[config.mk]
export PLATFORM = sky130hd
export DESIGN_NAME = sp_frame_buffer
export DESIGN_NICKNAME = d
export VERILOG_FILES = /design/src/rtl/sp_frame_buffer.sv
export SDC_FILE = /design/constraint.sdc
export NUM_CORES = 1
export LEC_CHECK = 0
export ABC_AREA = 0
export BUFFER_PORTS_ARGS = -buffer_cell sky130_fd_sc_hd__buf_2
export CAP_MARGIN = 20
export CELL_PAD_IN_SITES_DETAIL_PLACEMENT = 2
export CELL_PAD_IN_SITES_GLOBAL_PLACEMENT = 2
export CORE_UTILIZATION = 34
export CTS_BUF_LIST = sky130_fd_sc_hd__clkbuf_16
export DETAILED_ROUTE_END_ITERATION = 8
export PLACE_DENSITY_LB_ADDON = 0.1
export SYNTH_ARGS = -nofsm -noshare
export SYNTH_HDL_FRONTEND = slang
export SYNTH_SLANG_ARGS = --single-unit
[constraint.sdc]
create_clock -name clk -period 2.75 [get_ports clk]
set_input_delay 0.1375 -clock clk [delete_from_list [all_inputs] [get_ports clk]]
set_output_delay 0.1375 -clock clk [all_outputs]
set_load 0.1 [all_outputs]
[src/rtl/sp_frame_buffer.sv]
// Double-banked 16-sample frame buffer that regroups a frame into four
// strided groups {x[g+12], x[g+8], x[g+4], x[g]} for a radix-4 butterfly stage.
module sp_frame_buffer #(
    parameter int SAMPLE_W = 17
) (
    input  logic                  clk,
    input  logic                  rst,
    input  logic                  in_valid,
    output logic                  in_ready,
    input  logic [2*SAMPLE_W-1:0] in_data,
    output logic                  out_valid,
    input  logic                  out_ready,
    output logic [8*SAMPLE_W-1:0] out_data,
    output logic [2:0]            rotation,
    output logic                  out_last
);

    localparam int CW = 2 * SAMPLE_W;

    logic [CW-1:0] mem_q [2][16];

    logic [1:0] full_q, full_d;
    logic       wr_bank_q, wr_bank_d;
    logic [3:0] wr_cnt_q, wr_cnt_d;
    logic       rd_bank_q, rd_bank_d;
    logic [1:0] grp_q, grp_d;

    logic wr_fire;
    logic rd_fire;

    assign in_ready  = ~full_q[wr_bank_q];
    assign out_valid = full_q[rd_bank_q];
    assign wr_fire   = in_valid & in_ready;
    assign rd_fire   = out_valid & out_ready;

    // A completing write and a final read always target different banks,
    // so both flag updates can be applied to full_d independently.
    always_comb begin
        full_d    = full_q;
        wr_bank_d = wr_bank_q;
        wr_cnt_d  = wr_cnt_q;
        rd_bank_d = rd_bank_q;
        grp_d     = grp_q;
        if (wr_fire) begin
            wr_cnt_d = wr_cnt_q + 4'd1;
            if (wr_cnt_q == 4'd15) begin
                full_d[wr_bank_q] = 1'b1;
                wr_bank_d         = ~wr_bank_q;
            end
        end
        if (rd_fire) begin
            grp_d = grp_q + 2'd1;
            if (grp_q == 2'd3) begin
                full_d[rd_bank_q] = 1'b0;
                rd_bank_d         = ~rd_bank_q;
            end
        end
    end

    always_ff @(posedge clk) begin
        if (rst) begin
            full_q    <= 2'b00;
            wr_bank_q <= 1'b0;
            wr_cnt_q  <= 4'd0;
            rd_bank_q <= 1'b0;
            grp_q     <= 2'd0;
        end else begin
            full_q    <= full_d;
            wr_bank_q <= wr_bank_d;
            wr_cnt_q  <= wr_cnt_d;
            rd_bank_q <= rd_bank_d;
            grp_q     <= grp_d;
        end
    end

    // Sample storage is not reset; the full flags alone decide what is live.
    always_ff @(posedge clk) begin
        if (wr_fire) begin
            mem_q[wr_bank_q][wr_cnt_q] <= in_data;
        end
    end

    always_comb begin
        out_data = '0;
        rotation = 3'd0;
        out_last = 1'b0;
        if (out_valid) begin
            for (int i = 0; i < 4; i++) begin
                out_data[i*CW +: CW] = mem_q[rd_bank_q][{2'(i), grp_q}];
            end
            rotation = {1'b0, grp_q};
            out_last = (grp_q == 2'd3);
        end
    end

endmodule
==> results.md <==
STA:
- Setup violations remaining at the end of the flow were counted as 0.
- Setup repair after global routing could not meet its margin everywhere.
- The final count of hold timing violations was 0.
- The number of max-slew violations in the final report was 0.
- Derived from the worst setup path, the maximum achievable clock frequency is 0.3644 GHz.
- The worst hold slack after final layout is 0.03838 ns.
- Subtracting the final worst setup slack from the clock period gives 2.744 ns.
- On the final layout, the worst clock skew is 0.01947 ns.
- For the pin with the worst max-slew slack, the measured transition is 1.017 ns.
- The share of the clock period used by the worst path is 99.79%.
- Measured against its own limit, the worst slew margin works out to 32.18%.

Setup path:
- The worst-path maximum fanout is 7.
- The kind of end point of the critical path is an output pin.
- The kind of start point of the critical path is a flip-flop.
- The required time of the critical path is 2.61 ns.
- STA puts the critical path data arrival time at 2.61 ns.
- The setup path with the least slack is of type reg -> out.

Yosys:
- For this run, the number of Yosys warnings is 0.
- The mapped cell area is 41250 um2.
- The synthesized design contains 1099 register bits.
- The gate count after technology mapping is 1700.
- The average footprint of a synthesized cell is 24.26 um2.
- The number of different library cells in the post-synthesis netlist is 34.
- For this run, the register share of the synthesized area comes to 79.74%.
- When the netlist entered floorplanning its net count stood at 1743.

Global route:
- The final global-route overflow total is 0.
- The number of global-route vias before repair is 21760.
- Global routing consumed, over all layers together, 19.56% of the routing resources.
- Entering global routing, the biggest net connects 57 pins.
- The initial antenna violation count came to 12.
- The first global-routing pass estimated 167900 um of wire.

Placement:
- The routability congestion estimate from global placement is 0.6867.
- Summed over all nets, the half-perimeter wirelength after detailed placement is 64000 um.
- The standard cell area after detailed placement is 46150 um2.
- During placement, the flow inserted port buffers numbering 178.
- Including well taps, the total number of placed cells is 3489.

Clock network:
- The count of H-tree levels built during CTS is 3.
- The number of clock sinks seen by CTS is 1099.
- TritonCTS built the clock tree.
- In this run the clock root is driven by a clkbuf_16.
- The clock reaches the later pin of the worst-skew pair after 0.70 ns.
- Counting along the longest clock path gives a buffer depth of 3.
- The clock-pin slew on the worst setup and hold paths is 0.06 ns.
- The number of buffers created by CTS is 121.

Finish:
- The most frequent standard cell in the layout excluding fill and tap cells is edfxtp_1.
- Leaving out fill and tap cells, the most frequent cells in the layout are edfxtp_1, mux4_2, clkbuf_16.
- The total of fill cells in the finished design is 10790.
- The post-route non-filler standard cell count is 3768.
- The layout overhead on the synthesized area is 25.74%.
- The total number of nets in the final design is 2098.
- The post-route cell area is 51860 um2.
- The share of final-layout standard cells stronger than drive strength 1 is 39.57%.

Power and ir drop:
- The analysis attributes to net switching a power of 0.007059 W.
- The static leakage is 16.38 nW.
- The total power consumption of the routed design is 0.03383 W.
- The share of total power consumed by net switching is 20.86%.
- Registers are responsible for 54.7% of the overall power.
- The combinational share of power is 1.7%.
- VDD sags by at most 0.4768 mV.
- The clock network accounts for 43.6% of the total power.
- The power density normalized to cell area is 652.4 nW/um2.
- The internal portion of the total power is 0.02678 W.

Hold path:
- The class of the most critical hold timing path is in -> reg.

Detailed routing:
- Summing over every cut layer, the via total after detailed routing is 19940.
- The post-detailed-route count of antenna-violating nets is 0.
- The first routing iteration left 1805 violations.
- The per-cell via count in the routed design is 5.292.
- The final routed DRC violation total is 0.
- After detailed routing, the average wire length per cell comes to 32.50 um.
- The detailed-route wire length is 122400 um.
- The number of iterations in the first detailed-routing pass is 5.

Status:
- The flow ran to the end, and the final reports show no timing, DRC or antenna violations.

Floorplanning:
- The placeable core area is 120100 um2.
- The floorplan step set the die height to 350.3 um.
- Once the floorplan was initialized, standard cells occupied 34.34% of the core.
- The number of placed I/O pins is 180.
- The floorplan step set the die width to 350.3 um.
- The die covers 122700 um2.
- The cell row count is 127.

Run:
- The max capacitance violation total is 0.
## path summary, 6_finish.rpt
path                             startpoint       endpoint  slack, ns  cells after the start
worst max-delay path              flip-flop   out_data[47]      0.006                      6
worst min-delay path            in_data[29]  mem_q[0][267]       0.04                      1
worst max register to register    wr_bank_q  mem_q[1][105]       0.50                      6
worst min register to register    full_q[0]      full_q[0]       0.53                      2
## registers in the layout (all words and copies together) (netlist names), named ones only
register   cells
grp_q          2
rd_bank_q      1
mem_q       1088
wr_cnt_q       4
full_q         2
wr_bank_q      1
## cells by family (layout without fill, tap and decap cells)
kind of cell	after synthesis	after routing	share of synthesized area (%)
compound gates	151	151	3.094
fa+ha+maj	5	5	0.1517
simple gates	65	65	0.7523
mux	276	276	14.97
other cells	1	9	0.009092
flops	1099	1099	79.74
buf+inv	103	551	1.283
## synthesized netlist by cell type (all sizes together)
cell    instances  area share (%)
o21ai           6           0.073
a31oi           1           0.015
nand3           8            0.11
nor3            1           0.012
a41oi           1           0.021
nand2           3           0.027
inv             7           0.064
nor2b           2           0.030
nand2b          1           0.015
a22o          136             2.9
or3b            2           0.042
conb            1          0.0091
nand4           1           0.015
a41o            1           0.024
nand3b          2           0.036
and2            4           0.067
a21oi           6           0.073
clkbuf         25            0.23
mux2i           1           0.033
edfxtp       1088              79
dfxtp          11            0.53
buf            71            0.99
mux4          272              15
nor2           38            0.35
or3             3           0.046
mux2            3           0.082
ha              5            0.15
## critical path, cell delays in order, from the launching register on
cell       delay [ns]
dfxtp_4          0.44
buf_6            0.13
buf_12           0.16
clkbuf_16        0.19
mux4_2           0.51
a22o_4           0.29
buf_12           0.17
## layer usage
layer | vias up | global-route usage [%] | wire length [um]
li1 | 8127 | - | -
met1 | 11150 | 27.24 | 54210
met2 | 520 | 32.15 | 60040
met3 | 138 | 3.287 | 5915
met4 | 6 | 4.500 | 2229
met5 | - | 0 | 45
## timing repair
action,4_1_cts,5_1_grt
buffers inserted,12,9
endpoints found under the setup margin,134,132
pin swaps,21,10
endpoints found under the hold margin,11,0
cloned,15,16
resized for setup,217,68
hold buffers,5,0
## area by class of cell
class / count / area (um2) / area share [%]
sequential: 1099 / 32900 / 63.44
multi-input combinational: 498 / 8479 / 16.35
timing repair buffer: 328 / 4863 / 9.377
clock buffer: 121 / 3028 / 5.838
tap: 1612 / 2017 / 3.889
clock inverter: 95 / 520.5 / 1.004
inverter: 7 / 32.53 / 0.06272
antenna: 8 / 20.02 / 0.03860
## per-stage QoR
stage / TNS [ns] / setup WS [ns] / util (%)
final: 0 / 0.005673 / 43.17
after global routing: -4.765 / -0.07788 / 43.16
after CTS: -1.405 / -0.06282 / 42.53
after detailed placement: 0 / 0.5224 / 38.42
after global placement: 0 / 0.5310 / 38.42
after floorplan: -65.17 / -0.1215 / -
## power groups by stage
| stage | clock network (W) | logic [W] | registers [W] |
|---|---|---|---|
| 6_report | 0.0147 | 0.000579 | 0.0185 |
| 5_1_grt | 0.0157 | 0.000626 | 0.0185 |
| 4_1_cts | 0.0152 | 0.000604 | 0.0185 |
| 3_5_place_dp | 0 | 0.000596 | 0.0189 |
| 3_3_place_gp | 0 | 0.000562 | 0.0189 |
| 2_1_floorplan | 0 | 0.000122 | 0.0189 |
(Power assumes the default switching activity.)
